**config.mk**
```make
export PLATFORM = sky130hd
export DESIGN_NAME = prog_load_ctrl_flat
export DESIGN_NICKNAME = d
export VERILOG_FILES = /design/src/rtl/riscv_ctrl_pkg.sv /design/src/rtl/prog_load_ctrl_if.sv /design/src/rtl/prog_addr_counter.sv /design/src/rtl/prog_load_ctrl.sv /design/src/flat_wrapper.sv
export SDC_FILE = /design/constraint.sdc
export NUM_CORES = 1
export LEC_CHECK = 0
export ABC_CLOCK_PERIOD_IN_PS = 3500
export CAP_MARGIN = 40
export CORE_MARGIN = 5
export CORE_UTILIZATION = 63
export CTS_CLUSTER_DIAMETER = 200
export DETAILED_ROUTE_END_ITERATION = 6
export DONT_BUFFER_PORTS = 1
export PLACE_DENSITY_LB_ADDON = 0.12
export SLEW_MARGIN = 5
export SYNTH_ARGS = -nofsm -noshare
export SYNTH_HDL_FRONTEND = slang
export SYNTH_SLANG_ARGS = --single-unit
export TNS_END_PERCENT = 30
```
**constraint.sdc**
```tcl
create_clock -name clock -period 3.5 [get_ports clock]
set_clock_uncertainty 0.1 [all_clocks]
set_input_delay 0.525 -clock clock [delete_from_list [all_inputs] [get_ports clock]]
set_output_delay 0.525 -clock clock [all_outputs]
set_load 0.01 [all_outputs]
```
**src/rtl/riscv_ctrl_pkg.sv**
```systemverilog
// riscv_ctrl_pkg: shared state encoding and run counter width for the program loader
package riscv_ctrl_pkg;
  localparam int RUN_W = 16;
  typedef enum logic [2:0] {IDLE, CLEAR, LOAD, ARMED, RUN, DONE} state_t;
endpackage

```
**src/rtl/prog_load_ctrl_if.sv**
```systemverilog
// prog_load_ctrl_if: valid/ready word stream feeding the program loader
interface prog_load_ctrl_if;
  logic        load_valid;
  logic        load_ready;
  logic [31:0] load_word;
  logic        load_last;
  modport master(output load_valid, load_word, load_last, input load_ready);
  modport slave(input load_valid, load_word, load_last, output load_ready);
endinterface

```
**src/rtl/prog_addr_counter.sv**
```systemverilog
// prog_addr_counter: load address counter stepping by ADDR_STEP with a wrap-ahead flag
module prog_addr_counter #(
  parameter int PC_SIZE   = 10,
  parameter int ADDR_STEP = 4
) (
  input  logic               clock,
  input  logic               reset,
  input  logic               clr,
  input  logic               inc,
  output logic [PC_SIZE-1:0] addr,
  output logic               wrap
);
  logic [PC_SIZE:0] sum;
  assign sum  = {1'b0, addr} + (PC_SIZE+1)'(ADDR_STEP);
  assign wrap = sum[PC_SIZE];
  always_ff @(posedge clock or posedge reset)
    if (reset) addr <= '0;
    else if (clr) addr <= '0;
    else if (inc) addr <= sum[PC_SIZE-1:0];
endmodule

```
**src/rtl/prog_load_ctrl.sv**
```systemverilog
// prog_load_ctrl: clears instruction memory, streams a program into it and runs the core.
// Optional run-cycle limit enabled by PROG_LOAD_CYCLE_LIMIT_EN.
module prog_load_ctrl
  import riscv_ctrl_pkg::*;
#(
  parameter int PC_SIZE      = 10,
  parameter int ADDR_STEP    = 4,
  parameter int CLEAR_CYCLES = 2
) (
  input  logic               clock,
  input  logic               reset,
  prog_load_ctrl_if.slave    bus,
  input  logic               start,
  input  logic               halt_req,
  input  logic [RUN_W-1:0]   max_cycles,
  output logic               core_reset,
  output logic               mem_reset,
  output logic               rw,
  output logic [PC_SIZE-1:0] PC_write,
  output logic [31:0]        instruction_in,
  output logic               busy,
  output logic               done,
  output logic               overflow,
  output logic [RUN_W-1:0]   run_count
);
  state_t             state, nxt;
  logic [7:0]         clr_cnt;
  logic [PC_SIZE-1:0] addr;
  logic               wrap, xfer, limit;
  assign xfer = bus.load_valid && bus.load_ready;
`ifdef PROG_LOAD_CYCLE_LIMIT_EN
  assign limit = (max_cycles != '0) && (run_count + RUN_W'(1) == max_cycles);
`else
  logic unused_max;
  assign unused_max = ^max_cycles;
  assign limit      = 1'b0;
`endif
  prog_addr_counter #(.PC_SIZE(PC_SIZE), .ADDR_STEP(ADDR_STEP)) u_cnt (
    .clock(clock),
    .reset(reset),
    .clr  (state == CLEAR),
    .inc  (xfer),
    .addr (addr),
    .wrap (wrap)
  );
  always_comb begin
    nxt = state;
    case (state)
      IDLE:    nxt = start ? CLEAR : IDLE;
      CLEAR:   nxt = (clr_cnt == 8'(CLEAR_CYCLES - 1)) ? LOAD : CLEAR;
      LOAD:    nxt = (xfer && bus.load_last) ? ARMED : (xfer && wrap) ? DONE : LOAD;
      ARMED:   nxt = start ? RUN : ARMED;
      RUN:     nxt = (halt_req || limit) ? DONE : RUN;
      DONE:    nxt = start ? CLEAR : DONE;
      default: nxt = IDLE;
    endcase
  end
  // outputs are registered from the next state so they line up with it
  always_ff @(posedge clock or posedge reset)
    if (reset) begin
      state          <= IDLE;
      clr_cnt        <= '0;
      core_reset     <= 1'b1;
      mem_reset      <= 1'b0;
      rw             <= 1'b0;
      PC_write       <= '0;
      instruction_in <= '0;
      bus.load_ready <= 1'b0;
      busy           <= 1'b0;
      done           <= 1'b0;
      overflow       <= 1'b0;
      run_count      <= '0;
    end else begin
      state          <= nxt;
      clr_cnt        <= (state == CLEAR) ? clr_cnt + 8'd1 : 8'd0;
      core_reset     <= nxt != RUN;
      mem_reset      <= nxt == CLEAR;
      bus.load_ready <= nxt == LOAD;
      busy           <= nxt inside {CLEAR, LOAD, RUN};
      done           <= nxt == DONE;
      rw             <= xfer;
      if (xfer) begin
        PC_write       <= addr;
        instruction_in <= bus.load_word;
      end
      if (xfer && !bus.load_last && wrap) overflow <= 1'b1;
      run_count <= (state == ARMED && nxt == RUN) ? '0 :
                   (state == RUN && run_count != '1) ? run_count + RUN_W'(1) : run_count;
    end
endmodule

```
**src/flat_wrapper.sv**
```systemverilog
// flat-port wrapper written by rule: the top's interface ports become plain ports
module prog_load_ctrl_flat import riscv_ctrl_pkg::*;
#(
  parameter int PC_SIZE      = 10,
  parameter int ADDR_STEP    = 4,
  parameter int CLEAR_CYCLES = 2
)
  (clock, reset, start, halt_req, max_cycles, core_reset, mem_reset, rw, PC_write, instruction_in, busy, done, overflow, run_count, bus_load_valid, bus_load_word, bus_load_last, bus_load_ready);
  prog_load_ctrl_if bus_i ();
  input  logic clock;
  input  logic reset;
  input  logic start;
  input  logic halt_req;
  input  logic [RUN_W-1:0] max_cycles;
  output logic core_reset;
  output logic mem_reset;
  output logic rw;
  output logic [PC_SIZE-1:0] PC_write;
  output logic [31:0] instruction_in;
  output logic busy;
  output logic done;
  output logic overflow;
  output logic [RUN_W-1:0] run_count;
  input wire logic [$bits(bus_i.load_valid)-1:0] bus_load_valid;
  input wire logic [$bits(bus_i.load_word)-1:0] bus_load_word;
  input wire logic [$bits(bus_i.load_last)-1:0] bus_load_last;
  output wire logic [$bits(bus_i.load_ready)-1:0] bus_load_ready;
  assign bus_i.load_valid = bus_load_valid;
  assign bus_i.load_word = bus_load_word;
  assign bus_i.load_last = bus_load_last;
  assign bus_load_ready = bus_i.load_ready;
  prog_load_ctrl #(.PC_SIZE(PC_SIZE), .ADDR_STEP(ADDR_STEP), .CLEAR_CYCLES(CLEAR_CYCLES)) u_core (.clock(clock), .reset(reset), .bus(bus_i), .start(start), .halt_req(halt_req), .max_cycles(max_cycles), .core_reset(core_reset), .mem_reset(mem_reset), .rw(rw), .PC_write(PC_write), .instruction_in(instruction_in), .busy(busy), .done(done), .overflow(overflow), .run_count(run_count));
endmodule
```
==> results by group, run 1 <==
Place
  – Worst slack, placed: 1.573 ns
  – # port buffers: 0
  – Detailed placement HPWL: 5282 µm
  – GP Congestion: 0.8389
  – Area post-placement: 0.003824 mm²

Route
  – Vias: 2683
  – DRC: 0
  – DRT Pass-1 Iters: 4
  – Avg WL per Cell: 16.10 µm
  – Detail Route Antenna Nets: 0
  – Vias per cell: 5.709
  – Final WL: 7565 µm
  – Number of DRC markers in iteration 0: 89

Synthesis
  – Sequential area share after synthesis: 54.79%
  – Distinct cells, synth: 62
  – Async SR Flop Fraction: 100.0%
  – Yosys top cell area share: 54.09%
  – Synth Warn #: 0
  – Syn avg cell area: 9.658 µm²
  – Mapped cell area: 0.003747 mm²
  – Gate Count Post-Synth: 388
  – Leading area contributor after synthesis: dfrtp_1
  – Synth Flop Type: dfrtp_1
  – Post-synth EDFFs: 0
  – Synth Register Bits: 82
  – Top cells by area, synth: dfrtp_1 54%, nand2_1 14%, nor2_1 2.2%

Timing
  – RSZ-0062 raised after global routing: no
  – Max Freq: 0.5181 GHz
  – Tcrit/Tclk final: 55.15%
  – Hold Violations, Final: 0
  – Setup_tns: 0 ns
  – Slew @ Worst Pin: 0.5681 ns
  – Final WS setup: 1.570 ns
  – Hold_ws: 0.06079 ns
  – Fin. max-slew vios: 0
  – Min cycle time layout: 1.930 ns
  – Final setup violation count: 0
  – Max_slew headroom: 61.99%

CTS
  – Clk sink count: 82
  – Clock latency on the worst-skew pair: 0.35 ns
  – Post-cts hold buffer count: 0
  – Clk pin slew, worst setup/hold paths: 0.09 ns
  – Clock Tree Root: clkbuf_8
  – Clock tree buffer depth: 2
  – Post-CTS setup buffer count: 0
  – CTS buffer count: 9
  – CTS tree: built
  – CTS resizes: 0
  – Number of H-tree levels: 3

Floorplanning
  – Boundary pin count: 119
  – Die height: 87.13 µm
  – Core area: 0.005851 mm²
  – Rows: 28
  – Initial Utilization: 64.05%
  – Die X: 87.13 µm
  – Die area: 0.007591 mm²

Final layout
  – Commonest non-fill, non-tap cell in the layout: nand2_1
  – Fin area: 0.004044 mm²
  – Commonest cells after routing, fill and taps aside: 138 x nand2_1, 81 x dfrtp_1, 22 x nor2_1, 12 x nand3_1, 10 x a21oi_1
  – Share of cells above drive strength 1: 10.15%
  – Area grow syn2layout: 7.913%
  – Nets@finish: 447

Power
  – Leakage power: 1.974 nW
  – PwrDens: 738.9 mW/mm²
  – Peak VDD IR: 0.4692 mV

Global routing
  – Largest net degree at the start of global routing: 47
  – Initial antenna violation count: 1
  – GR Util All Layers: 22.14%
  – Grt total ovfl: 0
  – First-pass GRT wire length: 13120 µm
  – Vias in the first global route: 2745

Setup path
  – Last element of the critical path: u_core.run_count[11]
  – Worst r2r src: u_core.state[2]
  – Crit path DAT: 2.07 ns
  – Critical path endpoint category: flip-flop
  – Setup crit start: u_core.state[2]
  – R2r setup slk: 1.57 ns
  – Required @ worst endpoint: 3.64 ns
  – Worst r2r dst: u_core.run_count[11]
  – Worst-path maximum fanout: 9
  – Worst setup SP type: flip-flop
  – Setup CP Type: flip-flop to flip-flop
  – R2R cell count: 4

Run
  – MaxCap Viol Count: 0

Min path
  – Hold Crit Class: primary input to asynchronous set/reset pin

Run status
  – Status: finished clean
[metrics by stage]
stage               cells  power, mW  util (%)
detailed placement    453      2.275     65.35
finish                470      2.988     69.12
CTS                   469      3.021     69.08
global route          470      3.200     69.12
floorplan             389      2.085         -
global placement      452      2.229     64.88
[where the power goes]
group	internal [mW]	switching, mW
sequential	1.23	0.411
clock	0.405	0.342
combinational	0.241	0.358
total	1.88	1.11
[cells by family after synthesis]
group                    synth area share, %
AO/OA/AOI/OAI                          7.480
buffers and inverters                  2.838
multiplexers                           1.636
adder cells (fa/ha/maj)                1.336
other                                 0.1001
flip-flops                             54.79
AND/OR/NAND/NOR                        28.78
XOR/XNOR                               3.038
[synthesized netlist by cell type (all sizes together) (2+ instances only)]
library cell,count
nor3,2
nor4b,2
nor3b,3
and3,6
and4,3
o41ai,2
or4,4
inv,9
xor2,8
nand2,140
o31ai,3
buf,9
nand2b,3
o311ai,2
nand4,7
nand3,13
o21ai,8
dfrtp,81
xnor2,5
or3,2
nor2,22
o21a,3
clkbuf,6
a21oi,10
ha,4
mux2i,5
or2,3
o31a,2
nor4,5
[how the worst min path moves through the flow]
| stage | start | endpoint | cells after the start |
|---|---|---|---|
| detailed placement | u_core.u_cnt.addr[5] | u_core.PC_write[5] | 2 |
| floorplan | u_core.u_cnt.addr[9] | u_core.PC_write[9] | 2 |
| finish | reset | u_core.instruction_in[8] | 2 |
| global placement | u_core.u_cnt.addr[9] | u_core.PC_write[9] | 2 |
| CTS | reset | u_core.clr_cnt[6] | 2 |
| global route | reset | u_core.clr_cnt[6] | 2 |
[sequential cells by signal, summed over array words and instances, names as in the netlist]
| register | count |
|---|---|
| u_core.bus.load_ready | 1 |
| u_core.busy | 1 |
| u_core.overflow | 1 |
| u_core.core_reset | 1 |
| u_core.PC_write | 8 |
| u_core.clr_cnt | 8 |
| u_core.rw | 1 |
| u_core.mem_reset | 1 |
| u_core.run_count | 16 |
| u_core.done | 1 |
| u_core.state | 3 |
| u_core.u_cnt.addr | 8 |
| u_core.instruction_in | 32 |
[final cells by class]
class / count / area (µm²)
fill: 434 / 1807
timing repair buffer: 4 / 50.05
clock buffer: 10 / 127.6
clock inverter: 6 / 90.09
tap: 75 / 93.84
antenna: 1 / 2.502
multi-input combinational: 283 / 1592
sequential: 82 / 2053
inverter: 9 / 35.03
[critical path, cell delays in order (launching register included)]
cell     delay, ns
dfrtp_1       0.54
nor3b_4       0.43
nand4_2       0.24
o31a_1        0.34
o21a_1        0.19
[layer usage]
layer	global-route usage, %	wire [µm]	vias to the layer above
li1	-	-	1301
met1	28.98	3242	1288
met2	34.58	3604	83
met3	6.433	574	11
met4	9.344	144	0
met5	0	0	-
Note: power is estimated with default switching activity, not from simulation.
==> run 2, diff against run 1 <==
--- a/config.mk
+++ b/config.mk
@@ -5,10 +5,10 @@
 export SDC_FILE = /design/constraint.sdc
 export NUM_CORES = 1
 export LEC_CHECK = 0
-export ABC_CLOCK_PERIOD_IN_PS = 3500
+export ABC_CLOCK_PERIOD_IN_PS = 1700
 export CAP_MARGIN = 40
 export CORE_MARGIN = 5
-export CORE_UTILIZATION = 63
+export CORE_UTILIZATION = 57
 export CTS_CLUSTER_DIAMETER = 200
 export DETAILED_ROUTE_END_ITERATION = 6
 export DONT_BUFFER_PORTS = 1
==> constraint.sdc (replaced) <==
create_clock -name clock -period 1.7 [get_ports clock]
set_clock_uncertainty 0.1 [all_clocks]
set_input_delay 0.255 -clock clock [delete_from_list [all_inputs] [get_ports clock]]
set_output_delay 0.255 -clock clock [all_outputs]
set_load 0.01 [all_outputs]
==> run 2 against run 1 <==
The run now ends with setup timing left. Maximum frequency increased by 9.6%. Die area increased by 9.3%. Setup slack got worse by 1.6 ns. Sequential share of layout area decreased by 8.9 points. Largest cell class unchanged.
==> results by group, run 2 (same netlist as run 1, synthesis figures left out) <==
Timing
  – RSZ-0062 raised after global routing: yes
  – Min cycle time layout: 1.762 ns (-0.1685 ns)
  – Max Freq: 0.5677 GHz (+9.6%)
  – Slew @ Worst Pin: 0.5180 ns (-0.05015 ns)
  – Fin. max-slew vios: 0 (unchanged)
  – Setup_tns: -0.1073 ns (-0.1073 ns)
  – Final setup violation count: 6 (+6)
  – Tcrit/Tclk final: 103.6% (+48 points)
  – Max_slew headroom: 65.34% (+3.4 points)
  – Final WS setup: -0.06161 ns (-1.631 ns)
  – Hold Violations, Final: 0 (unchanged)

Setup path
  – Worst-path maximum fanout: 4 (-5)
  – R2R cell count: 6 (+2)
  – Setup CP Type: flip-flop to flip-flop
  – Crit path largest cell delay: 0.40 ns (-0.14 ns)
  – Crit path DAT: 1.87 ns (-0.20 ns)
  – Worst setup SP type: flip-flop
  – CP Buf/Inv Count: 1 (+1)
  – Critical path endpoint category: flip-flop
  – Required @ worst endpoint: 1.81 ns (-1.83 ns)
  – Worst r2r dst: u_core.run_count[8]
  – Slowest-stage cell, CP: dfrtp_1
  – Worst r2r src: u_core.run_count[0]
  – Top delay family on crit path: flip-flops
  – Critical-path cell list: ha_4 > and4bb_2 > nand2_2 > buf_4 > o311ai_2 > o41ai_1
  – R2r setup slk: -0.06 ns (-1.63 ns)

Floorplanning
  – Core area: 0.006386 mm² (+9.2%)
  – Boundary pin count: 119 (unchanged)
  – Rows: 29 (+3.6%)
  – Die area: 0.008296 mm² (+9.3%)
  – Die X: 91.08 µm (+4.5%)
  – Initial Utilization: 58.68% (-5.4 points)
  – Die height: 91.08 µm (+4.5%)

Route
  – Number of DRC markers in iteration 0: 144 (+62%)
  – Avg WL per Cell: 16.12 µm (+0.15%)
  – Final WL: 8995 µm (+19%)
  – Vias: 3118 (+16%)
  – Detail Route Antenna Nets: 0 (unchanged)
  – DRT Pass-1 Iters: 4 (unchanged)
  – Vias per cell: 5.588 (-2.1%)
  – DRC: 0 (unchanged)

Global routing
  – GR Util All Layers: 21.28% (-0.86 points)
  – Vias in the first global route: 3033 (+10%)
  – Initial antenna violation count: 1 (unchanged)
  – Grt total ovfl: 0 (unchanged)
  – First-pass GRT wire length: 14330 µm (+9.2%)
  – Largest net degree at the start of global routing: 83 (+77%)

Run status
  – Status: finished with violations
  – Failing checks: setup timing

Final layout
  – Ant. Diodes: 0 (-1)
  – Nets@finish: 534 (+19%)
  – Biggest register: u_core.instruction_in
  – Largest registers: u_core.instruction_in: 32 flops, u_core.run_count: 16 flops
  – Commonest cells after routing, fill and taps aside: 136 x nand2_1, 80 x dfrtp_1, 55 x buf_4, 33 x dlygate4sd3_1, 22 x nor2_1
  – Post-layout util: 76.90% (+7.8 points)
  – Share of cells above drive strength 1: 23.49% (+13 points)
  – Area of the multi-input gates: 0.001705 mm² (+7.2%)
  – Register area: 0.002054 mm² (about the same)
  – Max reg flops: 32 (unchanged)
  – Fillers: 412 (-5.1%)
  – Area grow syn2layout: 31.05%
  – Commonest non-fill, non-tap cell in the layout: nand2_1

CTS
  – Clock latency on the worst-skew pair: 0.35 ns (about the same)
  – Clock tree buffer depth: 2 (unchanged)
  – CTS tree: built
  – Clk pin slew, worst setup/hold paths: 0.08 ns (about the same)
  – Number of H-tree levels: 3 (unchanged)
  – Clk sink count: 82 (unchanged)
  – Clock Tree Root: clkbuf_8
  – CTS buffer count: 9 (unchanged)

Power
  – PwrDens: 1396 mW/mm² (+89%)
  – Peak VDD IR: 0.9064 mV (+93%)
  – Leakage power: 2.423 nW (+23%)

Place
  – GP Congestion: 0.8122 (-3.2%)
  – Detailed placement HPWL: 5717 µm (+8.2%)
  – # port buffers: 0 (unchanged)

Run
  – MaxCap Viol Count: 0 (unchanged)

Min path
  – Hold_sp: bus_load_last
  – Worst hold path stage count: 3
  – Hold endpoint: u_core.bus.load_ready
  – Hold Crit Class: primary input to flip-flop
run 2: cell types whose count changed in the layout (fill, tap and decap cells not counted), moves of 2 or more:
cell / before / now
or4_1: 4 / 2
or4_4: 0 / 2
a21oi_1: 10 / 7
buf_12: 0 / 2
nand2_1: 138 / 136
dlygate4sd3_1: 0 / 33
nand2_2: 1 / 3
buf_4: 3 / 55
nor4_1: 4 / 2
a21oi_2: 0 / 3
run 2: cell type report:
| class | instances | share of cell area [%] |
|---|---|---|
| inverters | 9 | 0.7643 |
| repair buffers | 91 | 16.18 |
| multi-input cells | 283 | 34.73 |
| clock buffers | 9 | 2.522 |
| well taps | 77 | 1.962 |
| flip-flops and latches | 82 | 41.83 |
| clock inverters | 7 | 2.013 |
run 2: what timing repair did:
item | CTS | global route
pin swaps | 0 | 10
endpoints found under the hold margin | 113 | 0
hold buffers | 33 | 0
endpoints found under the setup margin | 5 | 13
buffers inserted | 0 | 6
gates resized for setup | 3 | 22
run 2: through the flow:
stage | hold slack (ns) | power, mW | instances | cell area, µm² | setup WS (ns)
floorplan | 0.2604 | 4.293 | 389 | 3755 | -0.01633
global placement | 0.1794 | 5.024 | 503 | 4194 | 0.01657
detailed placement | 0.1845 | 5.091 | 503 | 4194 | -0.04052
CTS | 0.03092 | 6.737 | 552 | 4760 | 0.0009448
global route | 0.04317 | 7.281 | 558 | 4911 | -0.07838
finish | 0.02832 | 6.854 | 558 | 4911 | -0.06161
run 2: how the worst max path moves through the flow:
stage,slack (ns),to,cells after the start,start
finish,-0.06,u_core.run_count[8],6,u_core.run_count[0]
global route,-0.08,u_core.run_count[3],6,u_core.state[0]
CTS,0.0009,u_core.busy,7,u_core.clr_cnt[1]
detailed placement,-0.04,u_core.run_count[12],5,u_core.run_count[1]
global placement,0.02,u_core.run_count[15],5,u_core.run_count[0]
floorplan,-0.02,u_core.run_count[15],5,u_core.run_count[0]
run 2: per-layer routing:
metal	global-route usage, %	share of wire (%)	up-vias
met1	26.27	39	1478
met2	33.95	49	132
met5	0	0.14	-
met4	8.435	2.5	2
met3	7.934	8.9	23
li1	-	-	1483
run 2: power breakdown:
part | internal, mW | switching, mW | leakage [nW] | total, mW
logic | 0.963 | 1.13 | 1.24 | 2.09
clock network | 0.837 | 0.741 | 0.110 | 1.58
registers | 2.54 | 0.646 | 1.07 | 3.18
run 2: worst register-to-register path: stages, from the launching register on:
cell and delay [ns]:
dfrtp_1 0.40, ha_4 0.18, and4bb_2 0.30, nand2_2 0.10
buf_4 0.15, o311ai_2 0.25, o41ai_1 0.14
